--- src/rtl/bus_arb_pkg.sv ---
// Shared types and defaults for the round-robin bus arbiter and its picker.
package bus_arb_pkg;

  typedef enum logic [1:0] {
    IDLE  = 2'd0,
    GRANT = 2'd1,
    GAP   = 2'd2
  } arb_state_e;

  localparam int NUM_CORES_DEF = 4;
  localparam int MAX_HOLD_DEF  = 16;

  // Index width for n requesters, never narrower than one bit.
  function automatic int id_width(input int n);
    return (n > 1) ? $clog2(n) : 1;
  endfunction

endpackage

--- src/rtl/rr_pick.sv ---
// Combinational rotate-priority picker: first set req bit at or after ptr, wrapping.
module rr_pick #(
  parameter int N   = 4,
  parameter int IDW = 2
) (
  input  logic [N-1:0]   req,
  input  logic [IDW-1:0] ptr,
  output logic [IDW-1:0] sel,
  output logic           valid
);

  logic [IDW:0]   sum;
  logic [IDW-1:0] idx;

  always_comb begin
    sel   = '0;
    valid = 1'b0;
    sum   = '0;
    idx   = '0;
    for (int i = 0; i < N; i++) begin
      // ptr < N, so one conditional subtract performs the modulo
      sum = {1'b0, ptr} + (IDW+1)'(i);
      if (sum >= (IDW+1)'(N)) sum = sum - (IDW+1)'(N);
      idx = sum[IDW-1:0];
      if (!valid && req[idx]) begin
        valid = 1'b1;
        sel   = idx;
      end
    end
  end

endmodule

--- src/rtl/bus_arbiter_rr.sv ---
// Round-robin bus arbiter with registered one-hot grant and one dead cycle per release.
// Optional forced release after MAX_HOLD grant cycles when ARB_TIMEOUT_EN is defined.
module bus_arbiter_rr
  import bus_arb_pkg::*;
#(
  parameter int NUM_CORES = NUM_CORES_DEF,
  parameter int ID_W      = id_width(NUM_CORES),
  parameter int MAX_HOLD  = MAX_HOLD_DEF
) (
  input  logic                 clk,
  input  logic                 rst_n,
  input  logic [NUM_CORES-1:0] req,
  input  logic [NUM_CORES-1:0] done,
  output logic [NUM_CORES-1:0] gnt,
  output logic [ID_W-1:0]      gnt_id,
  output logic                 bus_busy,
  output logic                 timeout
);

  arb_state_e           state_q, state_d;
  logic [NUM_CORES-1:0] gnt_q, gnt_d;
  logic [ID_W-1:0]      gnt_id_q, gnt_id_d;
  logic [ID_W-1:0]      ptr_q, ptr_d;
  logic                 timeout_q, timeout_d;
  logic [ID_W-1:0]      pick_sel;
  logic                 pick_vld;
  logic                 release_w;
  logic                 expire_w;

  rr_pick #(
    .N   (NUM_CORES),
    .IDW (ID_W)
  ) u_pick (
    .req   (req),
    .ptr   (ptr_q),
    .sel   (pick_sel),
    .valid (pick_vld)
  );

  // Completion and abandonment of the owner collapse into one release.
  assign release_w = done[gnt_id_q] | ~req[gnt_id_q];

`ifdef ARB_TIMEOUT_EN
  localparam int HOLD_W = $clog2(MAX_HOLD + 1);
  logic [HOLD_W-1:0] hold_q;

  // Held at zero outside GRANT so each new grant starts counting from zero.
  always_ff @(posedge clk) begin
    if (!rst_n)                hold_q <= '0;
    else if (state_q == GRANT) hold_q <= hold_q + 1'b1;
    else                       hold_q <= '0;
  end

  assign expire_w = (hold_q == HOLD_W'(MAX_HOLD - 1));
`else
  logic unused_hold;
  assign unused_hold = (MAX_HOLD == 0);
  assign expire_w    = 1'b0;
`endif

  always_comb begin
    state_d   = state_q;
    gnt_d     = gnt_q;
    gnt_id_d  = gnt_id_q;
    ptr_d     = ptr_q;
    timeout_d = 1'b0;
    case (state_q)
      IDLE: begin
        if (pick_vld) begin
          state_d         = GRANT;
          gnt_d           = '0;
          gnt_d[pick_sel] = 1'b1;
          gnt_id_d        = pick_sel;
          ptr_d           = (pick_sel == ID_W'(NUM_CORES - 1)) ? '0 : pick_sel + 1'b1;
        end
      end
      GRANT: begin
        if (release_w || expire_w) begin
          state_d   = GAP;
          gnt_d     = '0;
          gnt_id_d  = '0;
          timeout_d = ~release_w;
        end
      end
      GAP: begin
        state_d = IDLE;
      end
      default: begin
        state_d  = IDLE;
        gnt_d    = '0;
        gnt_id_d = '0;
      end
    endcase
  end

  always_ff @(posedge clk) begin
    if (!rst_n) begin
      state_q   <= IDLE;
      gnt_q     <= '0;
      gnt_id_q  <= '0;
      ptr_q     <= '0;
      timeout_q <= 1'b0;
    end else begin
      state_q   <= state_d;
      gnt_q     <= gnt_d;
      gnt_id_q  <= gnt_id_d;
      ptr_q     <= ptr_d;
      timeout_q <= timeout_d;
    end
  end

  assign gnt      = gnt_q;
  assign gnt_id   = gnt_id_q;
  assign bus_busy = (state_q != IDLE);
  assign timeout  = timeout_q;

endmodule

--- config.mk ---
export PLATFORM = sky130hd
export DESIGN_NAME = bus_arbiter_rr
export DESIGN_NICKNAME = d
export VERILOG_FILES = /design/src/rtl/bus_arb_pkg.sv /design/src/rtl/rr_pick.sv /design/src/rtl/bus_arbiter_rr.sv
export SDC_FILE = /design/constraint.sdc
export NUM_CORES = 1
export LEC_CHECK = 0
export BUFFER_PORTS_ARGS = -buffer_cell sky130_fd_sc_hd__buf_2
export CAP_MARGIN = 10
export CELL_PAD_IN_SITES_DETAIL_PLACEMENT = 1
export CELL_PAD_IN_SITES_GLOBAL_PLACEMENT = 1
export CORE_MARGIN = 1.5
export CORE_UTILIZATION = 39
export CTS_CLUSTER_DIAMETER = 50
export DETAILED_ROUTE_END_ITERATION = 8
export PLACE_DENSITY_LB_ADDON = 0.1
export SYNTH_ARGS = -nofsm -noshare
export SYNTH_HDL_FRONTEND = slang
export SYNTH_SLANG_ARGS = --single-unit
--- constraint.sdc ---
create_clock -name clk -period 4.7 [get_ports clk]
set_input_delay 0.47 -clock clk [delete_from_list [all_inputs] [get_ports clk]]
set_output_delay 0.47 -clock clk [all_outputs]
set_load 0.01 [all_outputs]
==> results.md, run 1 <==
Outcome:
- The flow ran to the end, and the final reports show no timing, DRC or antenna violations.

Route:
- The residual DRC count is 0.
- The first routing iteration left 7 violations.
- For this block, the via count after detailed routing is 604.
- The routed via count divided by cell count is 5.70.
- For this run, the detailed router's first-pass iteration total came to 4.
- Wires add up to 1.52 mm.
- The number of routed nets with antenna violations is 0.
- After detailed routing, the average wire length per cell comes to 14.3 um.

Clocking:
- The buffer depth of the longest clock path is 2.
- Hold repair after CTS inserted 0 buffers.
- CTS placed an instance of clkbuf_4 at the clock tree root.
- CTS saw 11 sinks.
- After clock tree synthesis, the setup repair step added 0 buffers.
- In this run, CTS created clock tree buffers numbering 3.
- The H-tree depth is 1.
- TritonCTS built the clock tree.
- The clock reaches the later pin of the worst-skew pair after 0.27 ns.
- The clock-pin slew reported for the worst setup and hold paths after clock tree synthesis is 0.06 ns.
- The number of gates given a new drive strength after cts is 0.

Worst setup path:
- The endpoint of the lowest-slack register-to-register path is ptr_q[1].
- The buffer and inverter count on the worst path is 2.
- The slowest stage of the critical path belongs to the cell o32ai_1.
- The maximum fanout count along the critical path is 5.
- The startpoint type of the worst setup path is a primary input.
- The category of the most critical setup path is primary input to register.
- The reg-to-reg startpoint is ptr_q[0].
- The family with the most delay on the worst path is compound AO/OA/AOI/OAI gates.
- The depth of the worst register-to-register path is 6.
- The register-to-register setup slack is 3.03 ns.
- Data on the critical path arrives at its endpoint at 1.87 ns.
- The largest incremental delay on the critical path is 0.47 ns.
- The critical path goes through buf_2, nand2b_1, a21oi_1, o32ai_1, inv_1, ha_1, mux2i_1, nor2_1.
- Data on the critical path is required at its endpoint by 4.85 ns.
- The type of element capturing the critical path is a register.

Floorplan:
- The core region is 1540 um2.
- The starting density of the core is 42.5%.
- The floorplan die height is 44.0 um.
- The floorplan die area is 1930 um2.
- In this run the count of I/O pins placed on the die edge is 18.
- The cell row count is 14.
- The die is 44.0 um wide.

Synth:
- The register bit count reported by yosys is 11.
- The post-synthesis cell type with the largest combined area is dfxtp_1.
- Of the post-synthesis cell area, the dominant cell type holds 33.7%.
- Yosys attributes the largest share of cell area to dfxtp_1 34%, ha_1 7.6%, a32oi_1 5.4%.
- In the synthesized netlist the dominant register cell turns out to be dfxtp_1.
- Sorting the synthesized cells by how often they occur yields 11 x dfxtp_1, 5 x a21oi_1, 5 x nand3_1, 5 x nand4_1.
- For this run, asynchronously set or reset flops after synthesis account for 0%.
- The number of synthesis warnings is 0.
- The cell count after synthesis came out at 70.
- The number of enable flip-flop cells after synthesis is 0.
- The number of different library cells used by synthesis comes to 28.
- In this run the cell area of the synthesized design comes to 654 um2.
- Synthesis produced a netlist with a net count of 84.
- The synthesized area divided by synthesized cell count is 9.35 um2.
- The sequential element share of the synthesized area is 33.7%.
- The most used standard cell by instance count after synthesis is dfxtp_1.

Global route:
- The first global-routing pass estimated 2.52 mm of wire.
- The met2 usage is 28.2%.
- Across every metal layer, demand over resource in global routing totals 17.9%.
- The number of antenna violations at the first check in global routing is 0.
- Global routing used 7.08% of the available met3 tracks.
- The via count of the first global-routing pass came to 567.
- In the global route stage, met1 resource usage came out at 22.5%.
- met2 is the most crowded layer.
- The total overflow left after global routing is 0.
- Entering global routing, the biggest net connects 11 pins.

Hold path:
- The worst hold path passes through 2 cells.
- In this run the most critical hold path is launched from gnt[0].
- The worst min-delay path class is register to register.
- The worst hold endpoint is gnt[0].

STA:
- For the pin with the worst max-slew slack, the measured transition is 0.529 ns.
- The number of pins exceeding their max-slew limit in the final report is 0.
- The normalized max-slew margin is 64.6%.
- The setup violation total in the final timing report is 0.
- Setup repair after global routing left no endpoint under its margin.
- Timing would allow up to 581 MHz.
- The share of the clock period used by the worst path after layout is 36.6%.
- The final-layout setup total negative slack is 0 ns.
- Subtracting the final worst setup slack from the clock period gives 1.72 ns.
- The final-report hold violation count is 0.
- The worst setup skew after layout is 0.00420 ns.

Placement:
- The area after detailed placement is 752 um2.
- The HPWL after detailed placement is 1.18 mm.
- Buffers placed on the I/O ports in this run total 17.
- Routability-driven placement finished with a final weighted congestion of 0.789.

Power:
- The static leakage is 0.351 nW.
- VDD sags by at most 0.175 mV.
- For this design the ratio of total power to cell area is 373 nW/um2.

Layout:
- The net count of the finished layout is 105.
- In the final layout, the share of cells above drive strength 1 is 30.0%.
- 0 antenna diodes ended up in the layout.
- The final design area excluding fillers is 778 um2.
- Relative to the synthesized area, the layout overhead comes to 18.9%.

Job:
- The total of max-cap violations is 0.
[tightest hold or removal path, stage by stage (launching register included)]
cell,delay [ns]
dfxtp_1,0.32
nand3_1,0.06
a21oi_1,0.06
[worst max path at each step]
| stage | end | from | slack (ns) | depth (start not counted) |
|---|---|---|---|---|
| after floorplan | ptr_q[1] | req[2] | 3.02 | 6 |
| after global placement | ptr_q[1] | req[1] | 2.73 | 8 |
| after detailed placement | ptr_q[1] | req[1] | 2.69 | 8 |
| after CTS | ptr_q[1] | req[1] | 2.97 | 8 |
| after global routing | ptr_q[1] | req[1] | 2.77 | 8 |
| final | ptr_q[1] | req[1] | 2.98 | 8 |
[cell usage in the layout, fill, tap and decap left out, types with 3 or more instances in the layout]
cell	Yosys	final
nand4_1	5	5
dfxtp_1	11	11
and2b_1	4	4
a21oi_1	5	5
buf_2	0	17
ha_1	4	4
nand3_1	5	5
clkbuf_4	0	3
a32oi_1	4	4
nor2_1	4	4
or2_1	3	3
[logic make-up after synthesis]
kind of cell             share of synthesized area (%)
other                                            0.573
flip-flops                                        33.7
buffers and inverters                             2.87
AO/OA/AOI/OAI                                     18.5
adder cells (fa/ha/maj)                           7.65
multiplexers                                      4.97
AND/OR/NAND/NOR                                   31.7
[registers in the layout, indices dropped and copies added (netlist names)]
signal / count
timeout: 1
state_q: 2
gnt: 4
ptr_q: 2
gnt_id: 2
[metal layers]
layer	wire [um]	part of all wire, %
met5	0	0
met4	13	0.85
met3	115	7.6
met2	692	45
met1	699	46
[area by class of cell]
| type | instances | area, um2 |
|---|---|---|
| Fill cell | 195 | 763 |
| Multi-Input combinational cell | 55 | 415 |
| Sequential cell | 11 | 220 |
| Timing Repair Buffer | 17 | 85.1 |
| Clock buffer | 4 | 26.3 |
| Tap cell | 16 | 20.0 |
| Inverter | 3 | 11.3 |
[stage by stage]
| step | instances | hold WS (ns) | total power, mW | utilization, % | setup slack, ns |
|---|---|---|---|---|---|
| floorplan | 70 | 0.472 | 0.196 | - | 3.02 |
| global placement | 102 | 0.472 | 0.229 | 48.8 | 2.73 |
| detailed placement | 102 | 0.477 | 0.231 | 48.8 | 2.69 |
| CTS | 106 | 0.491 | 0.295 | 50.5 | 2.97 |
| global route | 106 | 0.499 | 0.314 | 50.5 | 2.77 |
| finish | 106 | 0.487 | 0.291 | 50.5 | 2.98 |
[power by group]
group / leakage (nW) / switching, mW / internal (mW) / total (mW)
Sequential: 0.0907 / 0.0141 / 0.109 / 0.123
Clock: 0.0150 / 0.0302 / 0.0329 / 0.0631
Combinational: 0.245 / 0.0606 / 0.0441 / 0.105
(Power assumes the default switching activity.)
==> run 2: changes to the inputs <==
--- a/config.mk
+++ b/config.mk
@@ -10,7 +10,7 @@
 export CELL_PAD_IN_SITES_DETAIL_PLACEMENT = 1
 export CELL_PAD_IN_SITES_GLOBAL_PLACEMENT = 1
 export CORE_MARGIN = 1.5
-export CORE_UTILIZATION = 39
+export CORE_UTILIZATION = 36
 export CTS_CLUSTER_DIAMETER = 50
 export DETAILED_ROUTE_END_ITERATION = 8
 export PLACE_DENSITY_LB_ADDON = 0.1
==> constraint.sdc (replaced) <==
create_clock -name clk -period 1.8 [get_ports clk]
set_input_delay 0.18 -clock clk [delete_from_list [all_inputs] [get_ports clk]]
set_output_delay 0.18 -clock clk [all_outputs]
set_load 0.01 [all_outputs]
==> results.md, run 2 (synthesized netlist as in run 1, its figures left out) <==
Worst setup path:
- The type of element capturing the critical path is a register.
- The family with the most delay on the worst path is compound AO/OA/AOI/OAI gates.
- The endpoint required time on the critical path is 1.95 ns.
- The startpoint type of the worst setup path is a register.
- The largest incremental delay on the critical path is 0.34 ns.
- The worst setup path is of the register to register kind.
- The library cell contributing the largest single delay on the critical path is dfxtp_1.
- The register-to-register setup slack is 0.21 ns.
- For the worst setup path, the data arrival time is 1.75 ns.
- The maximum fanout count along the critical path is 4.
- Counting both buffers and inverters, the worst setup path holds a total of 1.
- The endpoint of the lowest-slack register-to-register path is gnt[3].
- The reg-to-reg startpoint is ptr_q[0].
- Measured in cells, the most critical reg-to-reg path has a length of 7.
- Walking the worst path, the cells encountered are nand2b_1, and2b_1, o32ai_1, inv_1, ha_1, a32oi_1, a21oi_1.

Global route:
- The number of antenna violations at the first check in global routing is 0.
- Global routing finished with a remaining overflow of 0.
- The via count of the first global-routing pass came to 607.
- Entering global routing, the biggest net connects 10 pins.
- Global routing used 18.9% of the available tracks.
- The global-route wire length before repair is 2.70 mm.

STA:
- Setup repair after global routing left no endpoint under its margin.
- The number of pins exceeding their max-slew limit in the final report is 0.
- The setup violation total in the final timing report is 0.
- The final-report hold violation count came to 0.
- The final-layout setup total negative slack is 0 ns.
- Based on the critical path, the design can be clocked at up to 628 MHz.
- Subtracting the final worst setup slack from the clock period gives 1.59 ns.
- The worst setup skew after layout is 0.00473 ns.
- The worst path uses 88.4% of the clock period.

Power:
- The power density over cell area is 983 nW/um2.
- The internal power contribution is 496 uW.
- The clock network power share is 23.0%.
- The analysis attributes to cell leakage a power of 0.360 nW.
- In this run, flip-flops and latches consume 40.5% of the power.
- The completed layout was analyzed and its total power is 791 uW.
- Per report_power, the combinational group accounts for 36.6% of the total.
- The peak ir drop on the vdd network is 0.529 mV.
- In this run the power spent charging and discharging nets is 294 uW.
- In this run switching power makes up 37.2% of total power.

Floorplan:
- The cell row count is 15.
- The horizontal die dimension is 45.6 um.
- The floorplan die area is 2080 um2.
- The starting density of the core is 38.3%.
- 18 I/O pins were placed.
- The floorplan step set the die height to 45.6 um.
- The core area is 1710 um2.

Clocking:
- The clock insertion delay at the later pin of the skew report is 0.28 ns.
- The buffer depth of the longest clock path is 2.
- Once the clock tree was built, the setup fixing pass inserted 0 buffers.
- The buffer type at the clock tree root is clkbuf_4.
- The number of gates given a new drive strength after cts is 0.
- The H-tree depth is 1.
- The CTS tree is built.
- The count of hold-fix buffers inserted at cts is 0.
- After clock tree synthesis, the clock-pin slew on the worst setup and hold paths is 0.08 ns.
- CTS saw 11 sinks.
- Buffers inserted during clock tree synthesis total 3.

Layout:
- The most common library cell in the layout ignoring fill and taps is buf_2.
- Of the cells placed in the final design, the portion with a size suffix greater than 1 is 31.5%.
- The filler cell count in the final layout is 215.
- The area used by multi-input combinational logic is 415 um2.
- The post-route core utilization is 47.1%.
- The number of nets in the layout is 107.
- The sequential standard cell area is 220 um2.
- The repair_antennas step left the layout with diodes totalling 0.
- The area growth from synthesis to layout is 22.9%.
- The register with the most flip-flops in the layout has 4 of them.
- Leaving out fill and tap cells, the most frequent cells in the layout are 17 x buf_2, 11 x dfxtp_1, 5 x nand3_1, 5 x a21oi_1, 5 x nand4_1.

Route:
- In this run the remaining antenna-violating nets after routing total 0.
- The routed via count divided by cell count is 5.45.
- After the first detailed-routing iteration, the DRC count stood at 2.
- The wire length per cell after detailed routing is 13.8 um.
- The residual DRC count is 0.
- The overall via count from detail_route is 638.
- The total iterations of the first detailed-routing run is 4.
- Summed over all layers, the routed wires come to 1.62 mm.

Outcome:
- The run finished with clean final reports.

Job:
- The total of max-cap violations is 0.

Hold path:
- The min-delay analysis places its worst path in the category primary input to register.
- The startpoint identified for the worst hold timing path is rst_n.
- For hold timing, the worst endpoint is ptr_q[0].
- Counting instances, the worst hold path has a depth of 2.

Placement:
- The placed wire-length estimate after detailed placement is 1.20 mm.
- At the end of routability-driven placement, the weighted congestion stood at 0.717.
- The number of buffers added on ports is 17.
==> run 2: cell count changes in the layout (fill, tap and decap cells not counted), sizes merged <==
cell	previous run	this run
buf	17	19
==> run 2: final cells by class <==
class                   instances  share of cell area, %
clock buffers                   4                   3.27
well taps                      25                   3.89
flip-flops and latches         11                   27.4
multi-input cells              55                   51.6
repair buffers                 19                   12.4
inverters                       3                   1.40
==> run 2: power by group through the flow <==
stage | Combinational [mW] | Sequential [mW] | Clock, mW
floorplan | 0.183 | 0.330 | 0
global placement | 0.287 | 0.326 | 0
detailed placement | 0.290 | 0.326 | 0
CTS | 0.292 | 0.321 | 0.184
global route | 0.327 | 0.328 | 0.196
finish | 0.289 | 0.320 | 0.182
==> run 2: worst max path at each step <==
stage	from	end	slack, ns	cells past startpoint
finish	ptr_q[0]	gnt[3]	0.21	7
detailed placement	req[3]	gnt[0]	0.17	8
CTS	ptr_q[0]	gnt[3]	0.22	7
floorplan	ptr_q[0]	ptr_q[1]	0.31	7
global placement	req[3]	gnt[2]	0.20	8
global route	ptr_q[0]	gnt[2]	0.10	7
==> run 2: metal layers <==
layer / GRT usage [%] / vias to the layer above / share of wire (%)
met4: 8.82 / 0 / 1.8
met3: 5.95 / 5 / 3.2
met5: 0 / - / 0
met2: 29.9 / 7 / 52
li1: - / 307 / -
met1: 23.1 / 319 / 43
==> run 2: stage by stage <==
step	cell area [um2]	std cells	hold slack [ns]	setup WS, ns
after floorplan	654	70	0.313	0.314
after global placement	778	113	0.466	0.202
after detailed placement	778	113	0.480	0.167
after CTS	805	117	0.191	0.219
after global routing	805	117	0.200	0.102
final	805	117	0.195	0.208
==> run 3: changes to the inputs <==
--- a/config.mk
+++ b/config.mk
@@ -13,7 +13,7 @@
 export CORE_UTILIZATION = 36
 export CTS_CLUSTER_DIAMETER = 50
 export DETAILED_ROUTE_END_ITERATION = 8
-export PLACE_DENSITY_LB_ADDON = 0.1
+export PLACE_DENSITY = 0.84
 export SYNTH_ARGS = -nofsm -noshare
 export SYNTH_HDL_FRONTEND = slang
 export SYNTH_SLANG_ARGS = --single-unit
==> results.md, run 3 (synthesized netlist as in run 1, its figures left out) <==
Worst setup path:
- The startpoint type of the worst setup path is a register.
- The type of element capturing the critical path is a register.
- Traced cell by cell, the critical path runs through nand2b_1, a21o_1, nand3_1, or2_1, ha_1, a32oi_1, a21oi_1.
- In this design, the stage delay of the slowest critical-path cell is 0.37 ns.
- The arrival time at the worst endpoint is 1.72 ns.
- For this design, the slowest cell found on the critical path is dfxtp_1.
- In this run the worst path has a maximum fanout of 4.
- The endpoint required time on the critical path is 1.95 ns.
- The category of the most critical setup path is register to register.

Clocking:
- The count of hold-fix buffers inserted at cts is 0.
- The H-tree depth is 1.
- TritonCTS created 3 clock buffers.
- The number of gates given a new drive strength after cts is 0.
- In this run the post-CTS setup repair buffer count came out at 0.
- The number of sinks driven by the clock tree is 11.
- The CTS tree is built.
- The clock insertion delay at the later pin of the skew report is 0.27 ns.
- The root buffer cell chosen for the clock tree is clkbuf_4.
- The buffer depth of the longest clock path is 2.
- The clock-pin slew reported for the worst setup and hold paths after clock tree synthesis is 0.07 ns.

Outcome:
- The run finished with clean final reports.

Global route:
- The via count of the first global-routing pass was 610.
- The number of antenna violations at the first check in global routing came to 0.
- The global-route wire length before repair is 2.76 mm.
- The total congestion overflow is 0.
- For this run, the total global-route usage over all layers was measured as 18.8%.
- The maximum number of pins on one net before global-route repair is 10.

Placement:
- The number of buffers added on ports is 17.
- The total instance count after detailed placement is 113.
- The last weighted congestion value of the routability-driven placer is 0.729.
- The placed wire-length estimate after detailed placement is 1.24 mm.
- The worst-case setup slack after placement is 0.140 ns.
- In this run the cell area measured after placement is 778 um2.

Layout:
- Summing all non-filler instances in the final layout gives an area of 805 um2.
- Compared with the post-synthesis result, the final layout area differs by 22.9%.
- The number of nets in the layout is 107.
- The register with the most flip-flops in the layout has 4 of them.
- The count of inserted antenna diode cells is 0.
- Cells with a size suffix above 1 make up 31.5% of the layout.
- The library cell used most frequently in the layout, excluding fill and tap cells, is buf_2.
- Leaving out fill and tap cells, the most frequent cells in the layout are 17 x buf_2, 11 x dfxtp_1, 5 x nand3_1, 5 x a21oi_1, 5 x nand4_1.
- For this run, the number of standard cells in the final layout without fillers is 117.

Route:
- After the first detailed-routing iteration, the DRC count stood at 5.
- The post-detailed-routing wire length is 1.61 mm.
- Across all layers, the routed design uses 637 vias.
- In the final routed layout, each cell accounts on average for 13.7 um.
- For this run, the detailed router's first-pass iteration total came to 4.
- The number of routed nets with antenna violations is 0.
- After detailed routing, the number of vias per cell comes to 5.44.
- For this run, design rule violations remaining after detail routing come to 0.

STA:
- The final-report hold violation count is 0.
- The maximum clock frequency is 640 MHz.
- The worst hold slack is 0.204 ns.
- The final-layout setup total negative slack is 0 ns.
- In the finished design, the share of the clock period the worst path needs comes to 86.9%.
- The clock period could shrink to 1.56 ns.
- The number of pins exceeding their max-slew limit in the final report was 0.
- The setup violation total in the final timing report is 0.
- The worst setup skew after layout is 0.00270 ns.
- Once routing completed, OpenROAD measured the worst setup slack at 0.236 ns.
- Setup repair after global routing left no endpoint under its margin.

Job:
- Max-cap violations in this run came to 0.

Power:
- Across the VDD grid, the largest voltage drop is 0.349 mV.
- Summed over all cells, the static leakage comes to 0.360 nW.
- The power density over cell area is 974 nW/um2.

Hold path:
- The worst hold path belongs to the class primary input to register.

Floorplan:
- The core area is 1710 um2.
- 18 I/O pins were placed.
- The die covers 2080 um2.
- The die is 45.6 um wide.
- The initial utilization of the core area, before any placement, comes to 38.3%.
- The floorplan die height is 45.6 um.
- Row generation in the floorplan step produced 15 rows.
-- run 3: cell counts in the layout (fill, tap and decap cells not counted) --
No cell type changed its count.
-- run 3: per-stage QoR --
step	power [mW]	util, %
floorplan	0.513	-
detailed placement	0.619	45.6
global placement	0.607	45.6
CTS	0.798	47.1
finish	0.783	47.1
global route	0.845	47.1
-- run 3: layout make-up --
cell class / instances / area, um2
multi-input cells: 55 / 415
well taps: 25 / 31.3
clock buffers: 4 / 26.3
repair buffers: 19 / 100
fillers: 209 / 903
flip-flops and latches: 11 / 220
inverters: 3 / 11.3
-- run 3: routing by layer --
| metal | track usage [%] | wire (um) |
|---|---|---|
| met5 | 0 | 0 |
| met3 | 5.95 | 68 |
| met1 | 22.8 | 692 |
| met2 | 30.7 | 820 |
| met4 | 7.06 | 25 |
-- run 3: worst paths after layout --
check | cells after the start | end | start | slack [ns]
setup / recovery | 7 | gnt[0] | ptr_q[0] | 0.24
hold / removal | 2 | ptr_q[0] | rst_n | 0.20
setup reg to reg | 7 | gnt[0] | ptr_q[0] | 0.24
hold reg to reg | 2 | gnt[1] | gnt[1] | 0.49
-- run 3: worst max-delay path: cells and delay by family, from the launching register on --
family	cells	cell delay, ns
DFF	1	0.37
AOI/OAI and AO/OA	3	0.41
and+or+nand+nor	3	0.46
adders and majority gates	1	0.20
-- run 3: where the power goes --
group	internal (mW)	switching, mW
registers	0.284	0.0378
logic	0.126	0.163
clock network	0.0860	0.0866
